`src/rtl/commit_unit_pkg.sv`:
```
// LC-3b type definitions shared by the commit stage: opcodes, register and word
// types, the memory FSM state and opcode classification helpers.
package lc3b_types;

    typedef logic [15:0] lc3b_word;
    typedef logic [2:0]  lc3b_reg;

    typedef enum logic [3:0] {
        op_br   = 4'b0000, op_add  = 4'b0001, op_ldb  = 4'b0010, op_stb  = 4'b0011,
        op_jsr  = 4'b0100, op_and  = 4'b0101, op_ldr  = 4'b0110, op_str  = 4'b0111,
        op_rti  = 4'b1000, op_not  = 4'b1001, op_ldi  = 4'b1010, op_sti  = 4'b1011,
        op_jmp  = 4'b1100, op_shf  = 4'b1101, op_lea  = 4'b1110, op_trap = 4'b1111
    } lc3b_opcode;

    typedef enum logic {IDLE, MEM_WAIT} commit_state_t;

    function automatic logic is_mem_op(lc3b_opcode op);
        return op inside {op_ldr, op_ldb, op_str, op_stb};
    endfunction

    function automatic logic is_byte_op(lc3b_opcode op);
        return op inside {op_ldb, op_stb};
    endfunction

    function automatic logic is_load_op(lc3b_opcode op);
        return op inside {op_ldr, op_ldb};
    endfunction

    function automatic logic is_branch_op(lc3b_opcode op);
        return op inside {op_br, op_jmp};
    endfunction

    // Entries that retire without touching the regfile.
    function automatic logic has_dest(lc3b_opcode op);
        return !(op inside {op_br, op_jmp, op_str, op_stb, op_sti, op_rti});
    endfunction

endpackage

```
`src/rtl/commit_mem_fsm.sv`:
```
// Head-of-ROB memory sequencer: latches the L1 request, waits for dmem_resp,
// steers byte lanes for stores and extends load data to data_width.
module commit_mem_fsm
    import lc3b_types::*;
#(
    parameter int data_width = 16
) (
    input  logic                  clk,
    input  logic                  rst,
    input  logic                  head_valid,
    input  lc3b_opcode            head_opcode,
    input  logic [data_width-1:0] head_value,
    input  lc3b_word              head_addr,
    input  logic                  dmem_resp,
    input  lc3b_word              dmem_rdata,
    output logic                  dmem_read,
    output logic                  dmem_write,
    output lc3b_word              dmem_address,
    output lc3b_word              dmem_wdata,
    output logic [1:0]            dmem_byte_enable,
    output logic                  mem_busy,
    output logic                  mem_retire,
    output logic                  retire_load,
    output logic [data_width-1:0] load_value
);

    commit_state_t state, next_state;
    logic          launch;
    logic          lat_byte;
    logic          lat_odd;
    logic [7:0]    rbyte;

    always_ff @(posedge clk) begin
        if (rst) state <= IDLE;
        else     state <= next_state;
    end

    always_comb begin
        launch     = 1'b0;
        next_state = state;
        case (state)
            IDLE: begin
                if (head_valid && is_mem_op(head_opcode)) begin
                    launch     = 1'b1;
                    next_state = MEM_WAIT;
                end
            end
            MEM_WAIT: begin
                if (dmem_resp) next_state = IDLE;
            end
            default: next_state = IDLE;
        endcase
    end

    always_comb begin
        mem_busy    = (state == MEM_WAIT);
        mem_retire  = mem_busy && dmem_resp && !rst;
        retire_load = mem_retire && dmem_read;
        rbyte       = lat_odd ? dmem_rdata[15:8] : dmem_rdata[7:0];
        load_value  = lat_byte ? data_width'($signed(rbyte)) : data_width'($signed(dmem_rdata));
    end

    // Request stays frozen from launch until the response retires it.
    always_ff @(posedge clk) begin
        if (rst) begin
            dmem_read        <= 1'b0;
            dmem_write       <= 1'b0;
            dmem_address     <= '0;
            dmem_wdata       <= '0;
            dmem_byte_enable <= '0;
            lat_byte         <= 1'b0;
            lat_odd          <= 1'b0;
        end else if (launch) begin
            dmem_read  <= is_load_op(head_opcode);
            dmem_write <= !is_load_op(head_opcode);
            lat_byte   <= is_byte_op(head_opcode);
            lat_odd    <= head_addr[0];
            if (is_byte_op(head_opcode)) begin
                dmem_address     <= head_addr;
                dmem_byte_enable <= head_addr[0] ? 2'b10 : 2'b01;
            end else begin
                dmem_address     <= {head_addr[15:1], 1'b0};
                dmem_byte_enable <= '1;
            end
            if (is_load_op(head_opcode))
                dmem_wdata <= '0;
            else if (is_byte_op(head_opcode))
                dmem_wdata <= {2{head_value[7:0]}};
            else
                dmem_wdata <= head_value[15:0];
        end else if (mem_retire) begin
            dmem_read  <= 1'b0;
            dmem_write <= 1'b0;
        end
    end

endmodule

```
`src/rtl/commit_unit.sv`:
```
// In-order multi-entry commit stage: retires the leading ready run of the ROB
// head into the regfile and hands head memory ops to commit_mem_fsm.
// Optional COMMIT_PERF_EN adds perf_commits / perf_mem_stall counters.
module commit_unit
    import lc3b_types::*;
#(
    parameter int data_width   = 16,
    parameter int tag_width    = 3,
    parameter int commit_width = 2
) (
    input  logic                                 clk,
    input  logic                                 rst,
    input  logic [commit_width-1:0]              valid_in,
    input  lc3b_opcode                           opcode_in [commit_width],
    input  lc3b_reg                              dest_in   [commit_width],
    input  logic [tag_width-1:0]                 tag_in    [commit_width],
    input  logic [data_width-1:0]                value_in  [commit_width],
    input  lc3b_word                             addr_in   [commit_width],
    input  logic                                 dmem_resp,
    input  lc3b_word                             dmem_rdata,
    output logic                                 dmem_read,
    output logic                                 dmem_write,
    output lc3b_word                             dmem_address,
    output lc3b_word                             dmem_wdata,
    output logic [1:0]                           dmem_byte_enable,
    output lc3b_reg                              dest_a    [commit_width],
    output logic [tag_width-1:0]                 tag_out   [commit_width],
    output logic [data_width-1:0]                value_out [commit_width],
    output logic [commit_width-1:0]              ld_regfile_value,
    output logic [commit_width-1:0]              ld_regfile_busy,
    output logic [$clog2(commit_width+1)-1:0]    re_count
`ifdef COMMIT_PERF_EN
    ,
    output logic [31:0]                          perf_commits,
    output logic [31:0]                          perf_mem_stall
`endif
);

    localparam int cnt_w = $clog2(commit_width + 1);

    logic [commit_width-1:0] in_grp;
    logic [commit_width-1:0] wr;
    logic [cnt_w-1:0]        grp_count;
    logic                    stop;
    logic                    mem_busy;
    logic                    mem_retire;
    logic                    retire_load;
    logic [data_width-1:0]   load_value;

    commit_mem_fsm #(.data_width(data_width)) u_mem_fsm (
        .clk              (clk),
        .rst              (rst),
        .head_valid       (valid_in[0]),
        .head_opcode      (opcode_in[0]),
        .head_value       (value_in[0]),
        .head_addr        (addr_in[0]),
        .dmem_resp        (dmem_resp),
        .dmem_rdata       (dmem_rdata),
        .dmem_read        (dmem_read),
        .dmem_write       (dmem_write),
        .dmem_address     (dmem_address),
        .dmem_wdata       (dmem_wdata),
        .dmem_byte_enable (dmem_byte_enable),
        .mem_busy         (mem_busy),
        .mem_retire       (mem_retire),
        .retire_load      (retire_load),
        .load_value       (load_value)
    );

    always_comb begin
        in_grp    = '0;
        wr        = '0;
        grp_count = '0;
        stop      = mem_busy;
        for (int unsigned i = 0; i < commit_width; i++) begin
            if (!stop && valid_in[i] && !is_mem_op(opcode_in[i]) &&
                !(is_branch_op(opcode_in[i]) && dest_in[i] != '0)) begin
                in_grp[i] = 1'b1;
                wr[i]     = has_dest(opcode_in[i]);
                grp_count = grp_count + cnt_w'(1);
            end else begin
                stop = 1'b1;
            end
        end
    end

    always_comb begin
        for (int unsigned i = 0; i < commit_width; i++) begin
            dest_a[i]    = '0;
            tag_out[i]   = '0;
            value_out[i] = '0;
        end
        ld_regfile_value = '0;
        ld_regfile_busy  = '0;
        re_count         = grp_count;
        if (mem_retire) begin
            re_count   = cnt_w'(1);
            dest_a[0]  = dest_in[0];
            tag_out[0] = tag_in[0];
            if (retire_load) begin
                value_out[0]        = load_value;
                ld_regfile_value[0] = 1'b1;
                ld_regfile_busy[0]  = 1'b1;
            end
        end else begin
            for (int unsigned i = 0; i < commit_width; i++) begin
                if (in_grp[i]) begin
                    dest_a[i]    = dest_in[i];
                    tag_out[i]   = tag_in[i];
                    value_out[i] = value_in[i];
                end
                ld_regfile_busy[i]  = wr[i];
                ld_regfile_value[i] = wr[i];
                // A younger writer of the same register masks the value write but
                // the older tag still clears busy if it is the current owner.
                for (int unsigned j = i + 1; j < commit_width; j++) begin
                    if (wr[j] && dest_in[j] == dest_in[i]) ld_regfile_value[i] = 1'b0;
                end
            end
        end
    end

`ifdef COMMIT_PERF_EN
    always_ff @(posedge clk) begin
        if (rst) begin
            perf_commits   <= '0;
            perf_mem_stall <= '0;
        end else begin
            perf_commits <= perf_commits + 32'(re_count);
            if (mem_busy && !dmem_resp) perf_mem_stall <= perf_mem_stall + 32'd1;
        end
    end
`endif

endmodule

```
`config.mk`:
```
export PLATFORM = sky130hd
export DESIGN_NAME = commit_unit
export DESIGN_NICKNAME = d
export VERILOG_FILES = /design/src/rtl/commit_unit_pkg.sv /design/src/rtl/commit_mem_fsm.sv /design/src/rtl/commit_unit.sv
export SDC_FILE = /design/constraint.sdc
export NUM_CORES = 1
export LEC_CHECK = 0
export BUFFER_PORTS_ARGS = -buffer_cell sky130_fd_sc_hd__buf_2
export CAP_MARGIN = 30
export CORE_MARGIN = 2
export CORE_UTILIZATION = 41
export CTS_CLUSTER_SIZE = 25
export DETAILED_ROUTE_END_ITERATION = 6
export GPL_TIMING_DRIVEN = 1
export HOLD_SLACK_MARGIN = 0.03
export PLACE_DENSITY = 0.86
export SLEW_MARGIN = 20
export SYNTH_ARGS = -nofsm -noshare
export SYNTH_HDL_FRONTEND = slang
export SYNTH_SLANG_ARGS = --single-unit
export TNS_END_PERCENT = 30
```
`constraint.sdc`:
```
create_clock -name clk -period 4.6 [get_ports clk]
set_input_delay 0.23 -clock clk [delete_from_list [all_inputs] [get_ports clk]]
set_output_delay 0.23 -clock clk [all_outputs]
set_load 0.01 [all_outputs]
```
Yosys cells after proc, flatten, opt, wreduce, memory -nomap -nowiden --
Cells that the tools add are included.
Operators by class: add/sub/neg operators 1, eq/ne operators 15, mux-type cells 40, bitwise gates (word level) 1, reduce and logical (&&, ||, !) cells 36
Operators with widths (count):
- 2-to-1 mux 16 bit | 8
- == test 4 bit (second input constant) | 6
- 2-to-1 mux 3 bit | 8
- 2-to-1 mux 1 bit | 18
- == test 4 x 2 -> 1 bit (second input constant) | 4
- == test 4 x 3 -> 1 bit (second input constant) | 4
- logical AND 1 bit | 13
- nonzero test 6 bit | 2
- zero test 1 bit | 10
- nonzero test 2 bit | 5
- zero test 4 bit | 2
- 2-to-1 mux 2 bit | 4
- 2-to-1 mux 8 bit | 1
- nonzero test 4 bit | 2
- nonzero test 3 bit | 2
- == test 3 bit | 1
- adder 2 x 1 -> 2 bit (second input constant) | 1
- case mux 1 bit (2 select lines) | 1
- inverter 1 bit | 1
Word-level totals: register bits 39, bits of input ports 105, word-level logic and storage cells 101

Depth between registers and ports, before layout --
Gate-level depths: netlist of run 1.
depth after elaboration 14, gate-level depth with buffers 7, depth with buffers taken out 5

Cells and area by module --
A second synthesis of run 1 with hierarchy kept.
Second synthesis, totals: cells, all modules 289, area, all modules 2317.2 um^2
By module, submodules not included:
- commit_mem_fsm | times used 1, cells each 202, area an instance 1651.6 um^2
- commit_unit | times used 1, cells each 87, area an instance 665.6 um^2

Least setup slack after synthesis of run 1 --
OpenSTA, ideal clock, no wires.
kind input-to-output, start point input port opcode_in[4] (netlist name), end point output port re_count[0], data arrival time 1.633 ns, required time 4.370 ns, setup slack 2.737 ns, stages on the path 7, path buffers 2, cells stage by stage or2_1 > o311a_1 > buf_6 > o311a_4 > buf_6 > ha_1 > nand2b_1
On the way: word-level cells in the longest chain between the ends 12, elaborated cells on any way between the ends 22
RTL lines:
- start: declaration | line commit_unit.sv:14 | input lc3b_opcode opcode_in [commit_width],
- == test 4 x 3 -> 1 bit (tied with other cells) | line commit_unit_pkg.sv:18 | return op inside {op_ldr, op_ldb, op_str, op_stb};
- nonzero test 4 bit or nonzero test 2 bit (tied branches) | line commit_unit_pkg.sv:18, commit_unit_pkg.sv:30
- zero test 1 bit or logical AND 1 bit (tied branches) | line commit_unit.sv:76, commit_unit.sv:77
- logical AND 1 bit or zero test 1 bit (tied branches) | line commit_unit.sv:76, commit_unit.sv:77
- logical AND 1 bit * | line commit_unit.sv:76 | if (!stop && valid_in[i] && !is_mem_op(opcode_in[i]) &&
- parallel branches: the longest is 5 deep, another holds adder 2 x 1 -> 2 bit
- 2-to-1 mux 2 bit * | line commit_unit.sv:76
- 2-to-1 mux 2 bit * | line commit_unit.sv:96 | if (mem_retire) begin
- end: declaration | line commit_unit.sv:31 | output logic [$clog2(commit_width+1)-1:0] re_count
Every way passes the cells marked *.

Worst setup path after layout of run 1 --
start point register u_mem_fsm.state, in the netlist u_mem_fsm.mem_busy, end point output port re_count[0]
On the way: word-level cells in the longest chain between the ends 11, elaborated cells on any way between the ends 15
RTL lines:
- start: declaration | line commit_mem_fsm.sv:27 | commit_state_t state, next_state;
- start signal: assignment | line commit_mem_fsm.sv:35 | else state <= next_state;
- parallel branches: the longest is 10 deep, another holds adder 2 x 1 -> 2 bit
- 2-to-1 mux 2 bit * | line commit_unit.sv:96
Marks and branches as above.

==> impl_summary.log, run 1 <==
INFO  metric drtPass1Iterations = 4
INFO  metric timing.critical_path.depth = 6
INFO  metric grt_pass1_wl = ~12,000 um
INFO  metric slowest_stage_cell_crit_path = sky130_fd_sc_hd__o311a_1
INFO  metric mappedNetlistArea = between 2000 and 2500 um^2
INFO  metric grt.overflow.total = 0
INFO  metric slew_headroom = 0.4703
INFO  metric worstPathCellList = nor2b_1 > o311a_1 > o311a_4 > ha_1 > nand2b_1 > buf_2
INFO  metric crit_path_max_fanout = 25
INFO  metric crit_family = compound AO/OA/AOI/OAI gates
INFO  metric worst_ep_arrival_time = between 2000 and 3000 ps
INFO  metric die_w = slightly below 80 um
INFO  metric gp_congestion = 0.8242
INFO  metric floorplan.die_area = 6022 um^2
INFO  metric h-tree-depth = 2
INFO  metric ys_seq_area_frac = 0.3515
INFO  metric r2r_slack = 2820 ps
INFO  metric final_max_slew_viol_count = 0
INFO  metric drt.antenna.violating_nets = 0
INFO  metric global_route.usage.total = 0.2496
INFO  metric finalWirelength = 7679 um
INFO  metric setup_viol_count_final = 0
INFO  metric worst_hold_startpoint = addr_in[27]
INFO  metric clock_latency = 290 ps
INFO  metric regToRegEndpoint = u_mem_fsm.dmem_address[0]
INFO  metric max-cap-violations = 0
INFO  metric min_period = 2841 ps
INFO  metric cts_repair_resize_count = 0
INFO  metric rsz0062_at_grt = false
INFO  metric synth_cells = 288
INFO  metric reg2regPathDepth = 5
INFO  metric antenna-diode-count = 0
INFO  metric cts_made_buffers = 5
INFO  metric final-hold-violation-count = 0
INFO  metric totalNegativeSetupSlack = 0 ps
INFO  metric layout.filler_cells = approximately 470
INFO  metric postSynth.asyncResetShare = 0
INFO  metric layout_commonest_cell = sky130_fd_sc_hd__buf_2
INFO  metric synth_cell_type_count = 37
INFO  metric groute.layer.met2.usage = 0.4586
INFO  metric min_delay_path_depth = 3
INFO  metric die_height = 77.60 um
INFO  metric cts_setup_buffers = 0
INFO  metric hp-class = in2reg
INFO  metric core_region_area = approximately 5200 um^2
INFO  metric worst-slew-pin-transition = 794.6 ps
INFO  metric final_min_period_over_clock_period = 0.6177
INFO  metric drt-wirelength-per-cell = 14.65 um
INFO  metric io_pins = 191
INFO  metric detail_route.iter0.violations = 121
INFO  metric post_synth.cell_area_avg = roughly 7.7 um^2
INFO  metric post_route_cells_drive_above_1_share = 0.4537
INFO  metric synth_edf_count = 0
INFO  metric initial_core_util = 0.4294
INFO  metric sequential_cell_area = 780.7 um^2
INFO  metric layout_setup_ws = 1759 ps
INFO  metric detailedPlacementHpwl = 5937 um
INFO  metric drc = 0
INFO  metric outcome = complete, no violations
INFO  metric cts_hold_repair.buffers = 0
INFO  metric clk_pin_slew = 70 ps
INFO  metric setup.worst_path.end_class = primary output
INFO  metric clock_tree_from_tritoncts = yes
INFO  metric cp-start-kind = flip-flop
INFO  metric syn2layout_area_growth = 45.30%
INFO  metric grt_pass1_vias = 2,520
INFO  metric crit_required = about 4400 ps
INFO  metric place_area = 3134 um^2
INFO  metric grt_start_max_net_pins = 42
INFO  metric critical_path_class = reg2out
INFO  metric timing.critical_path.buf_inv = 1
INFO  metric grt.met3_usage = 0.05930
INFO  metric worst_r2r_startpoint = u_mem_fsm.mem_busy
INFO  metric layout.cell_area.non_filler = 3227 um^2
INFO  metric mappedNetlistNets = about 390
INFO  metric global_route.usage.met1 = 0.2877
INFO  metric synthesized_flop_and_latch_total = 39
INFO  metric irDropWorstVdd = 210.0 uV
INFO  metric dominantRegCellSynth = sky130_fd_sc_hd__dfxtp_1
INFO  metric finish.net_count = 559
INFO  metric power_leakage = 1.707 nW
INFO  metric antenna_found_initial = 0
INFO  metric yosys_warnings = 0
INFO  metric place_ws = 1971 ps
INFO  metric portBuffers = 174
INFO  metric layout_common_cells = 174 x sky130_fd_sc_hd__buf_2, 63 x sky130_fd_sc_hd__nand2_1, 39 x sky130_fd_sc_hd__dfxtp_1
INFO  metric cts_sinks = 39
INFO  metric drt-vias-per-instance = just over 5
INFO  metric max_stage_delay = 710 ps
INFO  metric grt-busiest-layer = met2
INFO  metric detailroute.via_count = 2,657
INFO  metric multi_input_comb_area = 1353 um^2
INFO  metric min_delay_worst_endpoint = u_mem_fsm.dmem_address[11]
INFO  metric finClkSkew = 2.743 ps
INFO  metric core.rowCount = 26
INFO  metric power-per-cell-area = 234.7 nW/um^2
INFO  metric clock-root-buffer = sky130_fd_sc_hd__clkbuf_8
INFO  metric clockBufferDepth = 2
INFO  metric timing.fmax = 351.9 MHz
registers in the layout, summed over array words and instances (netlist names):
signal,count
u_mem_fsm.dmem_address,16
u_mem_fsm.dmem_wdata,16
u_mem_fsm.dmem_byte_enable,2
u_mem_fsm.dmem_read,1
u_mem_fsm.dmem_write,1
u_mem_fsm.lat_byte,1
u_mem_fsm.lat_odd,1
u_mem_fsm.mem_busy,1
power by group:
group	internal [mW]	leakage (nW)	switching (mW)
Combinational	0.0861	1.35	0.0956
Sequential	0.347	0.316	0.00558
Clock	0.106	0.0412	0.117
Total	0.539	1.71	0.218
metrics by stage:
stage               std cells  power, mW    util  hold WS, ps
global route              524     0.8001  0.6239        176.9
finish                    524     0.7573  0.6239        172.1
floorplan                 288     0.4533       -        366.0
global placement          514     0.5344  0.6006        436.4
CTS                       523     0.7644  0.6224        164.5
detailed placement        515     0.5416  0.6060        440.5
metal layers:
metal,share of wire,up-vias,wire [um]
met3,0.070,12,538
met2,0.52,115,3972
met4,0.021,0,161
li1,-,1305,-
met5,0,-,0
met1,0.39,1225,3006
worst register-to-register path: cells and delay by family, from the launching register on:
family / cells / cell delay (ps)
AND/OR/NAND/NOR: 3 / 920
flip-flops: 1 / 380
AO/OA/AOI/OAI: 1 / 80
buffers and inverters: 1 / 340
Yosys cell counts, types with 2 or more instances:
master                      number  area (um^2)
sky130_fd_sc_hd__a31oi_1         2        12.51
sky130_fd_sc_hd__nand2b_1        4        25.02
sky130_fd_sc_hd__a21oi_1        28        140.1
sky130_fd_sc_hd__buf_2           6        30.03
sky130_fd_sc_hd__and2_1         13        81.33
sky130_fd_sc_hd__nor3_1          5        25.02
sky130_fd_sc_hd__a2bb2oi_1       8        70.07
sky130_fd_sc_hd__dfxtp_1        39        780.8
sky130_fd_sc_hd__nor2_1         23        86.33
sky130_fd_sc_hd__o21ai_1        16        80.08
sky130_fd_sc_hd__nor2b_1         2        12.51
sky130_fd_sc_hd__mux2i_1        16        160.2
sky130_fd_sc_hd__nand2_1        63        236.5
sky130_fd_sc_hd__clkbuf_1        9        33.78
sky130_fd_sc_hd__nand3_1         9        45.04
sky130_fd_sc_hd__and2_4         17        148.9
sky130_fd_sc_hd__buf_6           3        33.78
sky130_fd_sc_hd__inv_1           2        7.510
sky130_fd_sc_hd__nor3b_1         2        15.01
sky130_fd_sc_hd__xor2_1          4        35.03
kinds of logic (layout without fill, tap and decap cells):
logic type,after synthesis,in the layout,share of synthesized area
AOI/OAI and AO/OA,63,63,0.1763
xor gates and xnor gates,5,5,0.01972
adders and majority gates,1,1,0.005633
buffers and inverters,21,187,0.05071
DFF,39,39,0.3515
muxes,16,16,0.07211
and+or+nand+nor,143,143,0.3239
how the worst max path moves through the flow:
| stage | from | end | slack (ps) |
|---|---|---|---|
| final | u_mem_fsm.mem_busy | re_count[0] | 1760 |
| after global routing | u_mem_fsm.mem_busy | re_count[0] | 1590 |
| after CTS | u_mem_fsm.mem_busy | re_count[0] | 1760 |
| after detailed placement | opcode_in[4] | re_count[0] | 1970 |
| after global placement | opcode_in[4] | re_count[0] | 2000 |
| after floorplan | opcode_in[4] | re_count[0] | 2740 |
cell type report:
type	count	share of cell area
Timing Repair Buffer	177	0.2831
Tap cell	70	0.02714
Multi-Input combinational cell	228	0.4192
Sequential cell	39	0.2420
Clock buffer	6	0.02249
Clock inverter	2	0.003877
Inverter	2	0.002326
Note: power is estimated with default switching activity, not from simulation.
==> inputs of run 2 (changes only) <==
- CORE_UTILIZATION: 41 -> 38
- PLACE_DENSITY: 0.86 -> 0.8
- clock period: 4.6 -> 2.75 ns (I/O delays scaled with it)
==> impl_summary.log, run 2 (synthesis results as in run 1) <==
INFO  metric max_stage_delay = 380 ps (-330 ps)
INFO  metric crit_path_max_fanout = 25 (unchanged)
INFO  metric floorplan.die_area = 6472 um^2 (+7.5%)
INFO  metric power-per-cell-area = 418.0 nW/um^2 (+78%)
INFO  metric drt-wirelength-per-cell = 14.02 um (-4.4%)
INFO  metric slowest_stage_cell_crit_path = sky130_fd_sc_hd__dfxtp_1
INFO  metric crit_required = 2610 ps (-1760 ps)
INFO  metric reg.largest.list = u_mem_fsm.dmem_address: 16 flops, u_mem_fsm.dmem_wdata: 16 flops, u_mem_fsm.dmem_byte_enable: 2 flops
INFO  metric totalNegativeSetupSlack = 0 ps (unchanged)
INFO  metric place_area = 3154 um^2 (+0.64%)
INFO  metric layout_commonest_cell = sky130_fd_sc_hd__buf_2
INFO  metric setup.worst_path.end_class = primary output
INFO  metric worstPathCellList = nor2b_1 > o311a_1 > o311a_4 > ha_1 > nand2b_1 > buf_2
INFO  metric cts_repair_resize_count = 0 (unchanged)
INFO  metric core_region_area = 5574 um^2 (+7.8%)
INFO  metric hp-class = in2reg
INFO  metric cp-start-kind = flip-flop
INFO  metric reg2regPathDepth = 5 (unchanged)
INFO  metric initial_core_util = 0.3984 (-0.03094)
INFO  metric min_period = 2120 ps
INFO  metric clockBufferDepth = 2 (unchanged)
INFO  metric grt_start_max_net_pins = 28 (-33%)
INFO  metric drt.antenna.violating_nets = 0 (unchanged)
INFO  metric worst_ep_arrival_time = 1980 ps (-630 ps)
INFO  metric global_route.usage.total = 0.2147 (-0.03489)
INFO  metric detailedPlacementHpwl = 5843 um (-1.6%)
INFO  metric drtPass1Iterations = 4 (unchanged)
INFO  metric power_leakage = 1.733 nW (+1.5%)
INFO  metric fin_hold_ws = 74.72 ps (-97.35 ps)
INFO  metric layout_common_cells = 174 x sky130_fd_sc_hd__buf_2, 63 x sky130_fd_sc_hd__nand2_1, 39 x sky130_fd_sc_hd__dfxtp_1
INFO  metric final_min_period_over_clock_period = 0.7707
INFO  metric finClkSkew = 5.227 ps (+2.484 ps)
INFO  metric critical_path_class = reg2out
INFO  metric detailroute.via_count = 2,648 (-0.34%)
INFO  metric h-tree-depth = 2 (unchanged)
INFO  metric grt_pass1_vias = 2,223 (-12%)
INFO  metric setup_viol_count_final = 0 (unchanged)
INFO  metric portBuffers = 174 (unchanged)
INFO  metric antenna_found_initial = 0 (unchanged)
INFO  metric cts_hold_repair.buffers = 0 (unchanged)
INFO  metric io_pins = 191 (unchanged)
INFO  metric cts_made_buffers = 5 (unchanged)
INFO  metric clock_tree_from_tritoncts = yes
INFO  metric clock_latency = 290 ps (about the same)
INFO  metric clock-root-buffer = sky130_fd_sc_hd__clkbuf_8
INFO  metric detail_route.iter0.violations = 98 (-19%)
INFO  metric final_max_slew_viol_count = 0 (unchanged)
INFO  metric rsz0062_at_grt = false
INFO  metric core.rowCount = 27 (+3.8%)
INFO  metric drt-vias-per-instance = 4.996 (-1.5%)
INFO  metric gp_congestion = 0.7537 (-8.6%)
INFO  metric grt.overflow.total = 0 (unchanged)
INFO  metric clk_pin_slew = 80 ps (about the same)
INFO  metric max-cap-violations = 0 (unchanged)
INFO  metric irDropWorstVdd = 316.9 uV (+51%)
INFO  metric timing.fmax = 471.8 MHz
INFO  metric syn2layout_area_growth = 47.10%
INFO  metric sequential_cell_area = 780.7 um^2 (unchanged)
INFO  metric post_route_cells_drive_above_1_share = 0.4607 (+0.006954)
INFO  metric outcome = complete, no violations
INFO  metric multi_input_comb_area = 1353 um^2 (unchanged)
INFO  metric die_w = 80.45 um (+3.7%)
INFO  metric final-hold-violation-count = 0 (unchanged)
INFO  metric min_delay_path_depth = 3 (unchanged)
INFO  metric finish.net_count = 563 (+0.72%)
INFO  metric layout.cell_area.non_filler = 3267 um^2 (+1.2%)
INFO  metric die_height = 80.45 um (+3.7%)
INFO  metric antenna-diode-count = 0 (unchanged)
INFO  metric cts_sinks = 39 (unchanged)
INFO  metric slew_headroom = 0.6770 (+0.2067)
INFO  metric worst-slew-pin-transition = 483.8 ps (-310.8 ps)
INFO  metric drc = 0 (unchanged)
INFO  metric cts_setup_buffers = 0 (unchanged)
INFO  metric layout.filler_cells = 519 (+9.7%)
INFO  metric grt_pass1_wl = 10,680 um (-12%)
INFO  metric finalWirelength = 7429 um (-3.3%)
run 2: changes by cell type in the layout (fill, tap and decap cells not counted), sizes merged:
cell	change
clkinv	+1
clkbuf	-1
buf	+4
clkinvlp	-1
bufinv	+1
run 2: cell type report:
type                    instances  share of cell area
inverters                       2            0.002298
well taps                      72             0.02758
flip-flops and latches         39              0.2390
clock buffers                   5             0.02106
repair buffers                181              0.2827
multi-input cells             228              0.4140
clock inverters                 3             0.01340
run 2: per-layer routing:
layer  up-vias  GRT usage  share of wire
li1       1308          -              -
met1      1173     0.2460           0.38
met2       151     0.3975           0.50
met3        16    0.04494          0.098
met4         0    0.06271          0.020
met5         -          0              0
run 2: worst paths after layout:
check	end	slack, ps	startpoint
min reg2reg	u_mem_fsm.dmem_wdata[6]	450	u_mem_fsm.dmem_wdata[6]
max	re_count[0]	630	u_mem_fsm.mem_busy
min	u_mem_fsm.dmem_address[11]	70	addr_in[27]
max reg2reg	u_mem_fsm.dmem_address[0]	1050	u_mem_fsm.mem_busy
run 2: report_power, final:
group | total, mW | leakage [nW] | internal, mW | switching [mW]
Sequential | 0.589 | 0.316 | 0.580 | 0.00902
Combinational | 0.301 | 1.36 | 0.145 | 0.157
Clock | 0.475 | 0.0581 | 0.270 | 0.205
Total | 1.37 | 1.73 | 0.995 | 0.371
run 2: stage by stage:
stage               setup WS, ps  instances  utilization  total power, mW
CTS                        591.3        530       0.5861            1.378
global route               505.9        530       0.5861            1.437
detailed placement         815.2        522       0.5659           0.9046
floorplan                   1072        288            -           0.7582
global placement           844.7        522       0.5659           0.8982
finish                     630.5        530       0.5861            1.366
run 2: worst max-delay path, delay by kind of cell, from the launching register on:
family / cells / cell delay [ps]
buf+inv: 1 / 140
flops: 1 / 380
simple gates: 2 / 300
fa+ha+maj: 1 / 270
compound gates: 2 / 590
